--- src/rtl/up_counter_ctrl.sv ---
// Loadable up-counter with programmable terminal value, wrap/stop run modes
// and an IDLE/COUNT/DONE run-control state machine. All outputs registered.
module up_counter_ctrl #(
    parameter int unsigned WIDTH = 8
) (
    input  logic             Clock,
    input  logic             reset,
    input  logic             start,
    input  logic             en,
    input  logic             load,
    input  logic [WIDTH-1:0] D,
    input  logic [WIDTH-1:0] limit,
    input  logic             wrap_mode,
    output logic [WIDTH-1:0] Q,
    output logic             busy,
    output logic             tc,
    output logic             done
);

    typedef enum logic [1:0] {
        IDLE  = 2'd0,
        COUNT = 2'd1,
        DONE  = 2'd2
    } state_t;

    state_t state;

    // busy/done are registered copies of the state decode, updated together with state
    always_ff @(posedge Clock) begin
        if (reset) begin
            state <= IDLE;
            Q     <= '0;
            busy  <= 1'b0;
            tc    <= 1'b0;
            done  <= 1'b0;
        end else begin
            tc <= 1'b0;
            case (state)
                IDLE: begin
                    if (load) begin
                        Q <= D;
                    end
                    if (start) begin
                        state <= COUNT;
                        busy  <= 1'b1;
                        done  <= 1'b0;
                    end
                end

                COUNT: begin
                    if (load) begin
                        Q <= D;
                    end else if (en) begin
                        if (Q == limit) begin
                            tc <= 1'b1;
                            if (wrap_mode) begin
                                Q <= '0;
                            end else begin
                                state <= DONE;
                                busy  <= 1'b0;
                                done  <= 1'b1;
                            end
                        end else begin
                            Q <= Q + WIDTH'(1);
                        end
                    end
                end

                DONE: begin
                    // load wins over start and returns to IDLE
                    if (load) begin
                        Q     <= D;
                        state <= IDLE;
                        busy  <= 1'b0;
                        done  <= 1'b0;
                    end else if (start) begin
                        Q     <= '0;
                        state <= COUNT;
                        busy  <= 1'b1;
                        done  <= 1'b0;
                    end
                end

                default: begin
                    state <= IDLE;
                    Q     <= '0;
                    busy  <= 1'b0;
                    done  <= 1'b0;
                end
            endcase
        end
    end

endmodule
--- config.mk ---
export PLATFORM = sky130hd
export DESIGN_NAME = up_counter_ctrl
export DESIGN_NICKNAME = d
export VERILOG_FILES = /design/src/rtl/up_counter_ctrl.sv
export SDC_FILE = /design/constraint.sdc
export NUM_CORES = 1
export LEC_CHECK = 0
export ABC_AREA = 1
export CORE_ASPECT_RATIO = 0.75
export CORE_UTILIZATION = 47
export DETAILED_ROUTE_END_ITERATION = 10
export GPL_ROUTABILITY_DRIVEN = 1
export GPL_TIMING_DRIVEN = 0
export PLACE_DENSITY_LB_ADDON = 0.05
export RECOVER_POWER = 25
export SETUP_SLACK_MARGIN = 0.5
export SLEW_MARGIN = 15
export SYNTH_ARGS = -nofsm -noshare
export SYNTH_HDL_FRONTEND = slang
export SYNTH_SLANG_ARGS = --single-unit
--- constraint.sdc ---
create_clock -name Clock -period 1.5 [get_ports Clock]
set_input_delay 0.225 -clock Clock [delete_from_list [all_inputs] [get_ports Clock]]
set_output_delay 0.225 -clock Clock [all_outputs]
set_load 0.01 [all_outputs]
==> flow_summary.json, run 1 <==
{
  "routed_wirelength_mm": 4.59,
  "synth_seq_cells": 13,
  "cts.sinks": 13,
  "insertedDiodeCount": 0,
  "worstSetupStartpointType": "flip-flop",
  "start_util_pct": 52.8,
  "numCtsBuffers": 3,
  "tightest_slew_ns": 0.447,
  "nets": 265,
  "dpl.hpwl_mm": 2.49,
  "outcome": "complete, but fails checks",
  "syn-num-nets": 215,
  "cts_root_buffer": "clkbuf_4",
  "holdPathStages": 3,
  "clock_latency_ns": 0.28,
  "setup_violations": 1,
  "crit_path_start": "Q[3]",
  "vdd.ir_drop.worst_mv": 0.646,
  "worst-path-buf-inv": 1,
  "path_max_fanout": 4,
  "cts_tree": "yes",
  "min_from": "start",
  "ys_types": 27,
  "dp_cells": 256,
  "cp_slowest_stage_delay_ns": 0.37,
  "holdCritPathClass": "in2reg",
  "slowest_stage": "dfxtp_4",
  "drv_cap": 0,
  "ctsHoldBuffers": 0,
  "path_common_cell": "nor2_1",
  "dr.first_iter.drc_count": 231,
  "fin_area_sq_um": 1800,
  "yosys_warnings": 0,
  "fin_crit_sh_pct": 101,
  "place_area_sq_um": 1510,
  "area.sequential_sq_um": 294,
  "synthXorXnorAreaFrac_pct": 3.10,
  "synth_edf_count": 0,
  "rsz0062_at_grt": "yes",
  "vias": 1609,
  "final_util_pct": 84.4,
  "cp_top_family": "simple AND/OR/NAND/NOR gates",
  "pre_cts_slack_ns": -0.264,
  "fin_setup_tns_ns": -0.0120,
  "synth_ff_type": "dfxtp_1",
  "p_leak_uw": 0.000892,
  "dieArea_sq_um": 2600,
  "synthAdderAreaFrac_pct": 1.11,
  "fp-row-count": 14,
  "synth_compound_area_share_pct": 11.5,
  "grt_overflow_total": 0,
  "worst_r2r_endpoint": "Q[4]",
  "yosys.area_share.simple_pct": 51.3,
  "async_flop_share_pct": 0,
  "grt_pass1_vias": 1427,
  "grt_util_all_layers_pct": 32.9,
  "die_h_um": 44.4,
  "power_density_nw_per_um2": 709,
  "dr.pass1.iters": 6,
  "arrival_ns": 1.72,
  "synthCells": 192,
  "ys_seq_area_share_pct": 23.1,
  "synth_area_sq_um": 1130,
  "crit-reg2reg-launch": "Q[3]",
  "clock_path_buffers": 2,
  "avgViaCountPerCell": 5.89,
  "port_buffers": 32,
  "syn_avg_cell_area_sq_um": 5.88,
  "grt_start_max_net_pins": 11,
  "hold_end": "state[0]",
  "grt_first_pass_wirelength_mm": 6.31,
  "drive_above_1_share_pct": 33.6,
  "slew_headroom_pct": 69.9,
  "clkSlewWorstSetupHoldPaths_ns": 0.09,
  "wire_per_inst_um": 16.8,
  "setup_ws_ns": -0.0120,
  "regToRegSetupSlack_ns": -0.01,
  "core_area_sq_um": 2140,
  "multiInputGateArea_sq_um": 915,
  "drcViolationCount": 0,
  "endpoint_kind": "flip-flop",
  "max_freq_mhz": 661,
  "layoutNonFillerInstCount": 273,
  "syn2layout_area_growth_pct": 59.9,
  "fillers": 134,
  "critPathKind": "reg2reg",
  "ant_nets": 0,
  "die_w_um": 58.6,
  "r2r_cells": 8,
  "skew_ns": 0.00278,
  "synthMuxAreaShare_pct": 0,
  "ios": 33,
  "ctsHtreeMaxLevel": 1,
  "period_minus_slack_ns": 1.51,
  "grt_antenna_before_repair": 0,
  "cp.required_ns": 1.71,
  "cp_cell_sequence": "xnor2_2 -> nand2_2 -> nor2_4 -> nand4_4 -> buf_4 -> nand4_1 -> nor2_1 -> nor2_1",
  "synth_top_family_by_area": "simple AND/OR/NAND/NOR gates",
  "slew_viol_final": 0,
  "violations": "negative setup slack",
  "place_congestion": 0.913,
  "hold_viol": 0
}
==> flip-flops by register name, summed over array words and instances, names as in the netlist <==
signal,cells
busy,1
state,2
done,1
Q,8
tc,1
==> cell usage in the layout (no fill, tap or decap), types with 2 or more instances in the layout <==
master,count
buf_6,13
inv_4,2
nand2_2,12
nand2_4,5
dfxtp_1,2
dfxtp_4,8
a21oi_1,7
inv_1,20
a21oi_2,3
xnor2_2,3
inv_2,2
o21ai_0,3
nor2_1,20
dfxtp_2,3
nand3b_1,3
nand3_1,6
dlymetal6s2s_1,2
nand4_1,8
nand3_4,2
nor2_2,2
clkbuf_4,3
buf_4,8
buf_2,3
nand2_1,64
clkdlybuf4s50_1,13
nor2_4,5
dlygate4sd2_1,6
==> timing repair <==
item	CTS	global route
cloned	2	0
setup endpoints to repair	24	21
pin swaps	19	20
resized for setup	86	29
setup buffers	8	3
==> cells by family (layout without fill, tap and decap cells) <==
logic type | count (synthesis) | count (layout)
AND/OR/NAND/NOR | 128 | 130
buffers and inverters | 27 | 74
AO/OA/AOI/OAI | 19 | 19
flip-flops | 13 | 13
XOR/XNOR | 4 | 4
adder cells (fa/ha/maj) | 1 | 1
==> Yosys cell counts, types with 2 or more instances <==
| cell type | number | area, sq um |
|---|---|---|
| a21oi_1 | 9 | 45.0 |
| buf_2 | 2 | 10.0 |
| dfxtp_1 | 13 | 260 |
| inv_1 | 24 | 90.1 |
| nand2_1 | 77 | 289 |
| nand2_2 | 3 | 18.8 |
| nand3_1 | 6 | 30.0 |
| nand3b_1 | 3 | 22.5 |
| nand4_1 | 8 | 50.1 |
| nor2_1 | 24 | 90.1 |
| nor2_4 | 2 | 22.5 |
| o21ai_0 | 4 | 20.0 |
| xnor2_1 | 3 | 26.3 |
==> metal layers <==
layer | vias up | global-route usage (%) | wire length [um]
li1 | 713 | - | -
met1 | 692 | 38.2 | 1650
met2 | 155 | 57.5 | 2000
met3 | 49 | 9.06 | 618
met4 | 0 | 14.3 | 320
met5 | - | 0 | 0
==> where the power goes <==
part,switching (uW),internal [uW],total [uW]
registers,56.0,381,437
logic,343,273,615
clock network,128,99.0,227
==> per-stage QoR <==
stage	hold WS, ns	total power, uW
after floorplan	0.280	694
after global placement	0.454	853
after detailed placement	0.462	871
after CTS	0.393	1190
after global routing	0.431	1340
final	0.426	1280
==> tightest hold or removal path, stage by stage <==
cell	delay, ns
dlygate4sd2_1	0.29
nand3_1	0.10
a21oi_1	0.06
==> cell type report <==
type | instances | area share (%)
tap | 32 | 2.22
buffer | 3 | 1.53
clock buffer | 3 | 1.25
clock inverter | 1 | 0.277
timing repair buffer | 43 | 22.5
sequential | 13 | 16.3
multi-input combinational | 154 | 50.7
inverter | 24 | 5.27
==> worst max path at each step <==
| stage | slack (ns) | cells past startpoint | endpoint |
|---|---|---|---|
| floorplan | 0.25 | 7 | Q[5] |
| global placement | -0.20 | 8 | Q[0] |
| detailed placement | -0.26 | 8 | Q[0] |
| CTS | 0.10 | 9 | Q[7] |
| global route | -0.08 | 8 | Q[4] |
| finish | -0.01 | 8 | Q[4] |
(Power assumes the default switching activity.)
==> inputs of run 2 (changes only) <==
--- a/config.mk
+++ b/config.mk
@@ -7,7 +7,8 @@
 export LEC_CHECK = 0
 export ABC_AREA = 1
 export CORE_ASPECT_RATIO = 0.75
-export CORE_UTILIZATION = 47
+export CORE_UTILIZATION = 45
+export CTS_CLUSTER_DIAMETER = 50
 export DETAILED_ROUTE_END_ITERATION = 10
 export GPL_ROUTABILITY_DRIVEN = 1
 export GPL_TIMING_DRIVEN = 0
==> run 2 against run 1 <==
  * The run now ends clean
  * Power up 6.2%
  * Maximum frequency up 4.1%
  * Largest power group unchanged
  * Clock skew up 0.0012 ns
  * Highest routed layer unchanged
  * Global-route usage down 2.9 points
  * First-iteration DRC count down 59%
  * Hold slack worse by 0.075 ns
  * Die area up 4.3%
  * Critical path type unchanged
  * Via count down 3.7%
  * Sequential power about the same
  * Final area up 6.2%
  * Critical path depth up 2
  * Final cell count up 3.3%
==> flow_summary.json, run 2 (synthesis results as in run 1) <==
{
  "clkSlewWorstSetupHoldPaths_ns": 0.09,
  "nets": 272,
  "dpl.hpwl_mm": 2.33,
  "worstSetupStartpointType": "flip-flop",
  "fp-row-count": 15,
  "path_common_cell": "nand2_1",
  "drive_above_1_share_pct": 36.3,
  "avgViaCountPerCell": 5.50,
  "place_area_sq_um": 1510,
  "vias": 1550,
  "cp.required_ns": 1.70,
  "drv_cap": 0,
  "dr.first_iter.drc_count": 94,
  "drcViolationCount": 0,
  "fillers": 160,
  "cts_tree": "yes",
  "fin_crit_sh_pct": 96.9,
  "grtUsageMet1_pct": 35.2,
  "cts_root_buffer": "clkbuf_4",
  "rsz0062_at_grt": "yes",
  "grt_start_max_net_pins": 11,
  "outcome": "finished, final reports clean",
  "place_congestion": 0.849,
  "skew_ns": 0.00394,
  "ctsHtreeMaxLevel": 1,
  "final_util_pct": 82.4,
  "ctsHoldBuffers": 0,
  "slowest_stage": "dfxtp_1",
  "p_leak_uw": 0.000914,
  "dr.pass1.iters": 4,
  "syn2layout_area_growth_pct": 69.8,
  "layout_commonest_cell": "nand2_1",
  "dp_cells": 258,
  "met3_usage_pct": 5.97,
  "holdWs_ns": 0.351,
  "worst-path-buf-inv": 1,
  "reg.largest.list": "Q: 8 flops, state: 2 flops",
  "die_w_um": 59.8,
  "grt_overflow_total": 0,
  "grt_antenna_before_repair": 0,
  "slew_viol_final": 0,
  "clock_path_buffers": 2,
  "holdPathStages": 3,
  "final_cell_mix": "nand2_1 (62), inv_1 (20), nor2_1 (19)",
  "slew_headroom_pct": 72.9,
  "max_freq_mhz": 688,
  "start_util_pct": 48.5,
  "tightest_slew_ns": 0.402,
  "path_max_fanout": 5,
  "wire_per_inst_um": 15.1,
  "r2r_cells": 10,
  "hold_viol": 0,
  "cp_slowest_stage_delay_ns": 0.36,
  "numCtsBuffers": 3,
  "top_usage_layer": "met2",
  "grt_pass1_vias": 1338,
  "die_h_um": 45.4,
  "holdCritPathClass": "in2reg",
  "endpoint_kind": "flip-flop",
  "setup_violations": 0,
  "fin_area_sq_um": 1920,
  "cts.sinks": 13,
  "layoutNonFillerInstCount": 282,
  "ios": 33,
  "power_density_nw_per_um2": 709,
  "regMostFlops": "Q",
  "cp_top_family": "simple AND/OR/NAND/NOR gates",
  "cp.depth": 10,
  "vdd.ir_drop.worst_mv": 0.508,
  "largest_register_ffs": 8,
  "clock_latency_ns": 0.31,
  "core_area_sq_um": 2330,
  "routed_wirelength_mm": 4.25,
  "grt_first_pass_wirelength_mm": 5.78,
  "grt_util_all_layers_pct": 30.0,
  "ant_nets": 0,
  "period_minus_slack_ns": 1.45,
  "critPathKind": "reg2reg",
  "port_buffers": 32,
  "dieArea_sq_um": 2710,
  "arrival_ns": 1.66,
  "insertedDiodeCount": 0,
  "cp_cell_sequence": "inv_1 -> nand2_1 -> nand2_1 -> nand2_2 -> nor2_4 -> nand4_4 -> nand3_4 -> nand2_2 -> nand2_1 -> nor2_1",
  "grt_util_met2_pct": 50.9
}
-- run 2: cell count changes in the layout (fill, tap and decap cells not counted), sizes merged --
cell           delta
dlygate4sd2       -1
buf               +7
dlymetal6s2s      -2
clkdlybuf4s50     +3
-- run 2: path summary, 6_finish.rpt --
path	startpoint	to	slack, ns
max reg2reg	Q[5]	Q[2]	0.05
max	Q[5]	Q[2]	0.05
min	start	state[0]	0.35
min reg2reg	done	done	0.52
-- run 2: timing repair --
action                     4_1_cts  5_1_grt
gates cloned                     2        0
resized for setup               88       37
buffers inserted                14        4
setup endpoints to repair       24       23
pin swaps                       22       23
-- run 2: through the flow --
step	worst slack, ns	setup TNS, ns	total power, uW
floorplan	0.253	0	694
detailed placement	-0.242	-2.32	868
global route	-0.0301	-0.0433	1420
CTS	0.134	0	1230
finish	0.0471	0	1360
global placement	-0.208	-2.06	859
-- run 2: final cells by class --
class	count	area (sq um)	area share, %
Tap cell	34	42.5	2.22
Multi-Input combinational cell	154	967	50.5
Buffer	3	27.5	1.44
Timing Repair Buffer	50	474	24.7
Clock inverter	1	5.00	0.261
Clock buffer	3	22.5	1.17
Sequential cell	13	285	14.9
Inverter	24	92.6	4.83
-- run 2: report_power, final --
| group | total [uW] | internal, uW | switching [uW] | leakage [uW] |
|---|---|---|---|---|
| combinational | 676 | 322 | 354 | 0.000785 |
| clock | 247 | 99.9 | 147 | 0.0000177 |
| sequential | 436 | 382 | 53.9 | 0.000112 |
| total | 1360 | 803 | 555 | 0.000914 |
-- run 2: layer usage --
metal | part of all wire [%] | up-vias
li1 | - | 726
met1 | 40 | 726
met2 | 49 | 75
met3 | 6.9 | 23
met4 | 3.9 | 0
met5 | 0 | -
-- run 2: tightest hold or removal path: stages --
cell and delay [ns]:
dlygate4sd2_1 0.26, nand3_1 0.09, a21oi_1 0.05
